**src/rtl/sfq_delay_rx.sv**
```systemverilog
// sfq_delay_rx: far-end checker for an SFQ transmission path.
// Decodes the toggle-encoded launch and arrive lines into pulses and keeps
// launch timestamps in a small circular FIFO. Arrivals are matched to launches
// in order, and the launch-to-arrival delay is reported in clk cycles. Sticky
// flags record early, late, spurious and overflow conditions.
module sfq_delay_rx #(
  parameter int TS_W    = 8,
  parameter int DEPTH   = 4,
  parameter int MIN_DLY = 2,
  parameter int MAX_DLY = 10,
  parameter int CNT_W   = 16
) (
  input  logic                   clk,
  input  logic                   rst,
  input  logic                   launch,
  input  logic                   arrive,
  output logic                   delay_valid,
  output logic [TS_W-1:0]        last_delay,
  output logic [CNT_W-1:0]       meas_cnt,
  output logic [$clog2(DEPTH):0] outstanding,
  output logic                   err_early,
  output logic                   err_late,
  output logic                   err_spurious,
  output logic                   err_overflow
);

  localparam int PTR_W = $clog2(DEPTH);

  // Delay bounds and FIFO capacity, sized to the signals they are compared with.
  localparam logic [TS_W-1:0]  MIN_TS     = TS_W'(MIN_DLY);
  localparam logic [TS_W-1:0]  MAX_TS     = TS_W'(MAX_DLY);
  localparam logic [PTR_W:0]   FULL_CNT   = (PTR_W+1)'(DEPTH);
  localparam bit               ZERO_EARLY = (MIN_DLY > 0);

  logic             launch_q;
  logic             arrive_q;
  logic             ev_l;
  logic             ev_a;
  logic [TS_W-1:0]  ts;
  logic [TS_W-1:0]  mem [DEPTH];
  logic [PTR_W-1:0] rd_ptr;
  logic [PTR_W-1:0] wr_ptr;
  logic [PTR_W:0]   count;
  logic [TS_W-1:0]  head;
  logic [TS_W-1:0]  age;
  logic             empty;
  logic             full;
  logic             do_match;
  logic             do_zero;
  logic             do_spur;
  logic             do_late;
  logic             do_pop;
  logic             push_req;
  logic             do_push;
  logic             do_ovf;

  // Pulse detection, head age and the per-cycle decision of what to pop/push.
  // An arrival always wins over a timeout, so at most one pop happens per cycle.
  // A simultaneous launch+arrival on an empty FIFO is a zero delay and pushes nothing.
  always_comb begin
    ev_l     = launch ^ launch_q;
    ev_a     = arrive ^ arrive_q;
    empty    = (count == '0);
    full     = (count == FULL_CNT);
    head     = mem[rd_ptr];
    age      = ts - head;
    do_match = ev_a && !empty;
    do_zero  = ev_a && empty && ev_l;
    do_spur  = ev_a && empty && !ev_l;
    do_late  = !ev_a && !empty && (age > MAX_TS);
    do_pop   = do_match || do_late;
    push_req = ev_l && !do_zero;
    do_push  = push_req && (!full || do_pop);
    do_ovf   = push_req && full && !do_pop;
  end

  // Timestamp storage; entries need no reset because the pointers define validity.
  always_ff @(posedge clk) begin
    if (!rst && do_push) begin
      mem[wr_ptr] <= ts;
    end
  end

  // Line samples, timestamp, FIFO pointers, measurement results and sticky flags.
  // The samples load the live line levels even in reset, so a line held high
  // through reset does not look like a pulse afterwards.
  always_ff @(posedge clk) begin
    launch_q <= launch;
    arrive_q <= arrive;
    if (rst) begin
      ts           <= '0;
      rd_ptr       <= '0;
      wr_ptr       <= '0;
      count        <= '0;
      delay_valid  <= 1'b0;
      last_delay   <= '0;
      meas_cnt     <= '0;
      err_early    <= 1'b0;
      err_late     <= 1'b0;
      err_spurious <= 1'b0;
      err_overflow <= 1'b0;
    end else begin
      ts          <= ts + 1'b1;
      delay_valid <= do_match || do_zero;

      if (do_match) begin
        last_delay <= age;
        if (age < MIN_TS) begin
          err_early <= 1'b1;
        end
      end

      if (do_zero) begin
        last_delay <= '0;
        if (ZERO_EARLY) begin
          err_early <= 1'b1;
        end
      end

      if ((do_match || do_zero) && (meas_cnt != '1)) begin
        meas_cnt <= meas_cnt + 1'b1;
      end

      if (do_spur) begin
        err_spurious <= 1'b1;
      end
      if (do_late) begin
        err_late <= 1'b1;
      end
      if (do_ovf) begin
        err_overflow <= 1'b1;
      end

      if (do_pop) begin
        rd_ptr <= rd_ptr + 1'b1;
      end
      if (do_push) begin
        wr_ptr <= wr_ptr + 1'b1;
      end

      if (do_push && !do_pop) begin
        count <= count + 1'b1;
      end else if (do_pop && !do_push) begin
        count <= count - 1'b1;
      end
    end
  end

  assign outstanding = count;

endmodule

```
**config.mk**
```make
export PLATFORM = sky130hd
export DESIGN_NAME = sfq_delay_rx
export DESIGN_NICKNAME = d
export VERILOG_FILES = /design/src/rtl/sfq_delay_rx.sv
export SDC_FILE = /design/constraint.sdc
export NUM_CORES = 1
export LEC_CHECK = 0
export CAP_MARGIN = 15
export CORE_ASPECT_RATIO = 2
export CORE_MARGIN = 1
export CORE_UTILIZATION = 40
export CTS_BUF_LIST = sky130_fd_sc_hd__clkbuf_2
export DETAILED_ROUTE_END_ITERATION = 12
export SLEW_MARGIN = 30
export SYNTH_ARGS = -nofsm -noshare
export SYNTH_HDL_FRONTEND = slang
export SYNTH_SLANG_ARGS = --single-unit
```
**constraint.sdc**
```tcl
create_clock -name clk -period 5.85 [get_ports clk]
set_clock_uncertainty 0.2 [all_clocks]
set_input_delay 1.17 -clock clk [delete_from_list [all_inputs] [get_ports clk]]
set_output_delay 1.17 -clock clk [all_outputs]
set_load 0.005 [all_outputs]
```
======== After elaboration in Yosys (flattened, before gate mapping) ========
Memories as Yosys holds them, arrays and structs flattened. A register that Yosys moved wholly into a read port is not among the register bits.
Cells that the tools add are included.
storage, ports and cells
  word-level logic and storage cells ...... 67
  memories kept ........................... 1
  register bits after elaboration ......... 46
  bits in writable memories ............... 32
memory list
  memory  depth  bits a word  rd ports  clocked after memory_dff  write ports  RTL line  text
  mem     4      8            1         1                         1            40        logic [TS_W-1:0] mem [DEPTH];
cells by class
  order comparisons ....................... 2
  bitwise gates (word level) .............. 2
  $add $sub $neg .......................... 7
  reductions and logical operators ........ 31
  mux-type cells .......................... 9
  eq/ne operators ......................... 2
operator list
  cell                   count
  $add 16x1->16 const B  1
  $ne 16x16->1 const B   1
  $logic_and 1x1->1      14
  $add 8x1->8 const B    1
  $gt 8x4->1 const B     1
  $logic_not 1->1        8
  $lt 8x2->1 const B     1
  $sub 8x8->8            1
  $mux 3                 2
  $reduce_bool 2->1      3
  $mux 1                 5
  $add 2x1->2 const B    2
  $mux 2                 2
  $add 3x1->3 const B    1
  $eq 3x3->1 const B     1
  $logic_not 3->1        1
  $logic_or 1x1->1       3
  $sub 3x1->3 const B    1
  $reduce_and 2->1       1
  $reduce_or 2->1        1
  $xor 1x1->1            2

======== Logic depth before layout (Yosys ltp) ========
Gate-level depths: netlist (run 1).
  word-level depth ........................ 11
  depth in mapped cells ................... 17

======== Worst setup path after synthesis (run 1) ========
Ideal clock, no wire load.
  path type ............................... register to register
  from .................................... register with a tool-made name
  to ...................................... register count[2], in the netlist outstanding[2]
  arrival time ............................ 3.770 ns
  cell stages (with the launch flop) ...... 18
  slack ................................... 1.809 ns
  data required time ...................... 5.579 ns
  clock period less this slack ............ 4.041 ns
  cells stage by stage .................... dfxtp_1 buf_6 mux4_1 inv_1 ha_1 clkbuf_1 o211ai_1 a211oi_1 or3_4 a221oi_4 nand3_1 nand2_1 ha_1 inv_1 fa_1 xor2_1 or3_1 a21oi_1
RTL lines
  item                  RTL line  text
  to (signal assigned)  142       count <= count + 1'b1;
  to (signal assigned)  144       count <= count - 1'b1;
  to (decl)             43        logic [PTR_W:0] count;

==> run summary, run 1 <==
status - completed
Num CTS Buffers - 9
initial antenna violation count - 1
fin area - 0.00432 mm2
Fill cells - 848
drt first pass iters - 4
count of cell types in the netlist - 49
post-CTS sizing - 0
post-synthesis sequential area ratio - 0.517
final hold violation count - 0
Reg clk slew, reported paths - 0.23 ns
clk sink count - 80
CP Launch Type - register
largest net degree at the start of global routing - 38
chip height - 138 um
grt ovf - 0
number of global-route vias before repair - 2,486
FF+latch count, synth - 80
clock buffer depth - 2
Final #Nets - 393
DRC - 0
DIE AREA - 0.00971 mm2
Post-CTS Hold Fix Bufs - 0
gr usage total - 0.155
Reg2Reg Depth - 15
CTS Root Cell - clkbuf_2
total negative setup slack - 0 ns
DP Area - 0.00415 mm2
core footprint - 0.00901 mm2
CTS H-Tree Depth - 3
WP data required - 6.14 ns
Least-Margin Pin Slew - 0.705 ns
# port buffers - 35
LEAKAGE - 1.61 nW
vias per std cell - 5.39
top-level I/O count - 36
worst hold path cell count - 2
Total Power - 1.65 mW
f_max - 220 MHz
Synth Cell Area - 0.00372 mm2
crit end category - register
Syn Nets - 356
area of the multi-input gates - 0.00168 mm2
fin util - 0.479
register area - 0.00192 mm2
RSZ-0062 raised after global routing - false
Setup Fix Bufs, Post-CTS - 0
Slew HR - 0.524
CP Max Fanout - 8
Site Rows - 49
routed length per placed instance - 15.2 um
Starting Density - 0.412
# setup viols final - 0
min-delay src - last_delay[4]
area grow syn2layout - 16.1%
fin crit share - 0.778
Syn Area/Cell - 11.1 um2
pwr dens - 381 mW/mm2
RePlAce Congestion - 0.744
CTS tree - done
layout cell share with drive strength beyond 1 - 0.0743
Worst Hold Endpoint - last_delay[4]
Final HPWL DP - 5500 um
Vias - 2,586
worst vdd ir - 0.000191 V
max cap viols - 0
fin crit period - 4.55 ns
Min-Delay Path Class - reg -> reg
Setup CP Type - reg -> reg
Clock Latency Late Sink - 0.53 ns
Reg2Reg Setup Slack - 1.30 ns
first-pass GRT wire length - 11,600 um
Final Max Tran Viols - 0
post-synthesis cell count - 335
Final ANT Viol Nets - 0
crit path DAT - 4.84 ns
FF-to-FF End - outstanding[2]
number of warnings issued by yosys - 0
initial DRC count - 159
routed wire length - 7290 um
die width - 70.2 um
[how the worst max path moves through the flow]
stage,cells after the start,endpoint
floorplan,17,outstanding[2]
global placement,15,outstanding[2]
detailed placement,15,outstanding[2]
CTS,15,outstanding[2]
global route,15,outstanding[2]
finish,15,outstanding[2]
[cell usage after synthesis, drive strengths merged]
library cell | instances | share of area
nand3 | 18 | 0.024
nand3b | 2 | 0.0040
o21a | 4 | 0.0081
nor4b | 1 | 0.0024
a31oi | 3 | 0.0091
ha | 15 | 0.050
or3 | 6 | 0.011
nand4 | 4 | 0.0067
o32a | 1 | 0.0027
buf | 2 | 0.0040
or4 | 2 | 0.0040
clkbuf | 8 | 0.011
mux2i | 3 | 0.0081
or2b | 1 | 0.0024
o21ai | 8 | 0.011
xor2 | 14 | 0.033
a2111o | 1 | 0.0030
xnor2 | 13 | 0.031
o22ai | 1 | 0.0017
edfxtp | 32 | 0.26
a41oi | 1 | 0.0024
nand2 | 22 | 0.022
a211oi | 3 | 0.0061
nor3 | 9 | 0.012
mux4 | 8 | 0.056
inv | 16 | 0.016
fa | 2 | 0.011
dfxtp | 48 | 0.26
nor3b | 1 | 0.0020
nor4 | 3 | 0.0050
o31ai | 1 | 0.0020
nor2b | 4 | 0.0067
a221oi | 1 | 0.0071
mux2 | 2 | 0.0071
and4 | 3 | 0.0071
o211ai | 1 | 0.0020
a21oi | 20 | 0.027
and2 | 2 | 0.0034
and3 | 11 | 0.020
nand2b | 1 | 0.0017
nor2 | 35 | 0.035
a21o | 2 | 0.0040
[metal layers]
layer / vias up / share of wire / global-route usage
li1: 1286 / - / -
met1: 1243 / 0.36 / 0.145
met2: 45 / 0.59 / 0.308
met3: 12 / 0.030 / 0.0335
met4: 0 / 0.020 / 0.0695
met5: - / 0 / 0
[cells by family (layout without fill, tap and decap cells)]
logic type      after synthesis  after routing  synth area share
fa+ha+maj                    17             17            0.0613
mux                          13             13            0.0707
buf+inv                      26             68            0.0310
flops                        80             80             0.517
compound gates               47             47            0.0858
xor+xnor                     27             27            0.0636
other cells                   0              1                 0
simple gates                125            125             0.171
[stage by stage]
stage | setup WS (ns) | cells | hold WS, ns
floorplan | 1.81 | 335 | 0.248
global placement | 1.44 | 463 | 0.245
detailed placement | 1.28 | 463 | 0.246
CTS | 1.26 | 479 | 0.270
global route | 1.10 | 480 | 0.285
finish | 1.30 | 480 | 0.267
[worst max-delay path, stage by stage (launching register included)]
cell and delay (ns):
dfxtp_1 0.64, mux4_1 0.60, inv_1 0.11, ha_1 0.12, or2b_2 0.32, a211oi_1 0.25, o21ai_0 0.24, a221oi_4 0.58
nand3_1 0.13, nand2_1 0.10, ha_1 0.18, inv_1 0.06, fa_1 0.37, xor2_1 0.16, or3_1 0.31, a21oi_1 0.15
[power breakdown]
part           internal (mW)  total, mW  leakage [nW]  switching, mW
Combinational          0.271      0.563         0.822          0.293
Clock                  0.186      0.379        0.0964          0.194
Sequential             0.644      0.703         0.690         0.0599
[area by class of cell]
| type | instances | share of cell area |
|---|---|---|
| inverters | 16 | 0.0139 |
| clock inverters | 7 | 0.0278 |
| repair buffers | 36 | 0.0829 |
| clock buffers | 9 | 0.0104 |
| multi-input cells | 229 | 0.389 |
| well taps | 102 | 0.0296 |
| diodes | 1 | 0.000580 |
| flip-flops and latches | 80 | 0.445 |
[registers in the layout, indices dropped and copies added (netlist names), named ones only]
name,cells
ts,8
err_spurious,1
launch_q,1
rd_ptr,2
delay_valid,1
meas_cnt,16
outstanding,3
wr_ptr,2
err_overflow,1
last_delay,8
mem,32
err_early,1
err_late,1
arrive_q,1
[placed cells by master, fill, tap and decap left out, drive strengths merged, types with 4 or more instances in the layout]
master / count
nand3: 18
mux4: 8
clkbuf: 9
xnor2: 13
nor2: 35
o21ai: 8
and3: 11
inv: 17
nand2: 22
dfxtp: 48
o21a: 4
xor2: 14
nand4: 4
or3: 6
nor2b: 4
nor3: 9
clkdlybuf4s50: 35
a21oi: 20
ha: 15
edfxtp: 32
Note: power is estimated with default switching activity, not from simulation.
==> inputs of run 2 (changes only) <==
==> constraint.sdc (replaced) <==
create_clock -name clk -period 3.85 [get_ports clk]
set_clock_uncertainty 0.2 [all_clocks]
set_input_delay 0.77 -clock clk [delete_from_list [all_inputs] [get_ports clk]]
set_output_delay 0.77 -clock clk [all_outputs]
set_load 0.005 [all_outputs]
==> run summary, run 2 (synthesized netlist as in run 1, its figures left out) <==
crit path DAT - 4.23 ns (-0.61 ns)
top-level I/O count - 36 (unchanged)
Final ANT Viol Nets - 0 (unchanged)
largest net degree at the start of global routing - 37 (-2.6%)
Clock Latency Late Sink - 0.54 ns (about the same)
Setup CP Type - reg -> reg
status - finished, violations left
Reg clk slew, reported paths - 0.22 ns (about the same)
drt first pass iters - 4 (unchanged)
fin area - 0.00454 mm2 (+5.1%)
gr usage total - 0.176 (+0.0209)
clk sink count - 80 (unchanged)
first-pass GRT wire length - 13,300 um (+15%)
Reg2Reg Depth - 16 (+1)
Fill cells - 847 (-0.12%)
area grow syn2layout - 22.0%
total negative setup slack - -0.0792 ns (-0.0792 ns)
Least-Margin Pin Slew - 0.637 ns (-0.0682 ns)
clock buffer depth - 2 (unchanged)
Site Rows - 49 (unchanged)
grt ovf - 0 (unchanged)
DP Worst Slack - -0.133 ns (-1.42 ns)
post-route setup slack - -0.0792 ns (-1.38 ns)
CP Max Fanout - 7 (-1)
routed wire length - 7900 um (+8.4%)
chip height - 138 um (unchanged)
crit end category - register
DRC - 0 (unchanged)
LEAKAGE - 1.70 nW (+5.9%)
Vias - 2,695 (+4.2%)
layout cell share with drive strength beyond 1 - 0.176 (+0.102)
Starting Density - 0.412 (unchanged)
Final Max Tran Viols - 0 (unchanged)
Final HPWL DP - 5800 um (+5.5%)
fin crit share - 1.02 (+0.242)
worst hold path cell count - 2 (unchanged)
Final #Nets - 414 (+5.3%)
# setup viols final - 1 (+1)
CTS Root Cell - clkbuf_2
Num CTS Buffers - 9 (unchanged)
vias per std cell - 5.38 (-0.15%)
initial DRC count - 72 (-55%)
die width - 70.2 um (unchanged)
CP Launch Type - register
number of global-route vias before repair - 2,755 (+11%)
DP Area - 0.00433 mm2 (+4.3%)
Total Power - 2.66 mW (+62%)
initial antenna violation count - 1 (unchanged)
fin crit period - 3.93 ns (-0.625 ns)
RSZ-0062 raised after global routing - true
Biggest register - mem
# port buffers - 35 (unchanged)
pwr dens - 587 mW/mm2 (+54%)
failing checks - setup timing
Slew HR - 0.570 (+0.0461)
final hold violation count - 0 (unchanged)
WP data required - 4.15 ns (-1.99 ns)
RePlAce Congestion - 0.785 (+5.5%)
DIE AREA - 0.00971 mm2 (unchanged)
WHS - 0.267 ns (+0.0000400 ns)
worst vdd ir - 0.000317 V (+66%)
routed length per placed instance - 15.8 um (+3.8%)
CTS tree - done
max reg flops - 32 (unchanged)
core footprint - 0.00901 mm2 (unchanged)
most frequent cells in the layout - 47 x dfxtp_1, 35 x nor2_1, 35 x clkdlybuf4s50_1
max cap viols - 0 (unchanged)
Min-Delay Path Class - reg -> reg
f_max - 255 MHz (+16%)
leading cell type in the layout, fill and taps excluded - dfxtp_1
CTS H-Tree Depth - 3 (unchanged)
Regs by FF count - mem: 32 flops, meas_cnt: 16 flops
## run 2: cell count changes in the layout (fill, tap and decap cells not counted), sizes merged
cell / change
buf: +21
bufinv: -1
clkbuf: +1
clkinv: +1
inv: -1
## run 2: what timing repair did
action	4_1_cts	5_1_grt
setup buffers	0	3
gates resized for setup	10	5
hold buffers	0	0
pin swaps	2	3
setup endpoints to repair	2	2
## run 2: worst paths after layout
| kind | startpoint | endpoint | slack [ns] |
|---|---|---|---|
| worst max-delay path | register | outstanding[2] | -0.08 |
| worst min-delay path | last_delay[4] | last_delay[4] | 0.27 |
| worst max register to register | register | outstanding[2] | -0.08 |
| worst min register to register | last_delay[4] | last_delay[4] | 0.27 |
## run 2: report_power, final
group	switching (mW)	leakage, nW	internal, mW	total [mW]
clock	0.290	0.0857	0.216	0.506
sequential	0.0762	0.690	0.979	1.06
combinational	0.528	0.926	0.572	1.10
total	0.895	1.70	1.77	2.66
## run 2: worst max-delay path, cell delays in order, from the launching register on
cell	delay, ns
dfxtp_2	0.39
buf_12	0.12
mux4_2	0.50
inv_2	0.07
ha_1	0.25
a21oi_2	0.16
o21ai_1	0.09
or3_4	0.42
a221oi_4	0.35
nand3_1	0.11
nand2_1	0.09
ha_2	0.18
inv_2	0.04
fa_2	0.33
xor2_1	0.15
or3_1	0.32
a21oi_2	0.12
## run 2: area by class of cell
cell class	instances	area [um2]	share of cell area
sequential	80	1920	0.424
multi-input combinational	229	1740	0.385
timing repair buffer	57	544	0.120
tap	102	128	0.0281
clock inverter	6	83.8	0.0185
inverter	16	60.1	0.0132
clock buffer	10	50.0	0.0110
antenna	1	2.50	0.000552
## run 2: stage by stage
| step | cells | utilization |
|---|---|---|
| final | 501 | 0.503 |
| after global placement | 481 | 0.480 |
| after CTS | 497 | 0.499 |
| after detailed placement | 481 | 0.480 |
| after global routing | 501 | 0.503 |
| after floorplan | 335 | - |
## run 2: routing by layer
layer / GRT usage / share of wire
met4: 0.0905 / 0.029
met3: 0.0343 / 0.026
met5: 0 / 0
met2: 0.331 / 0.56
met1: 0.178 / 0.38
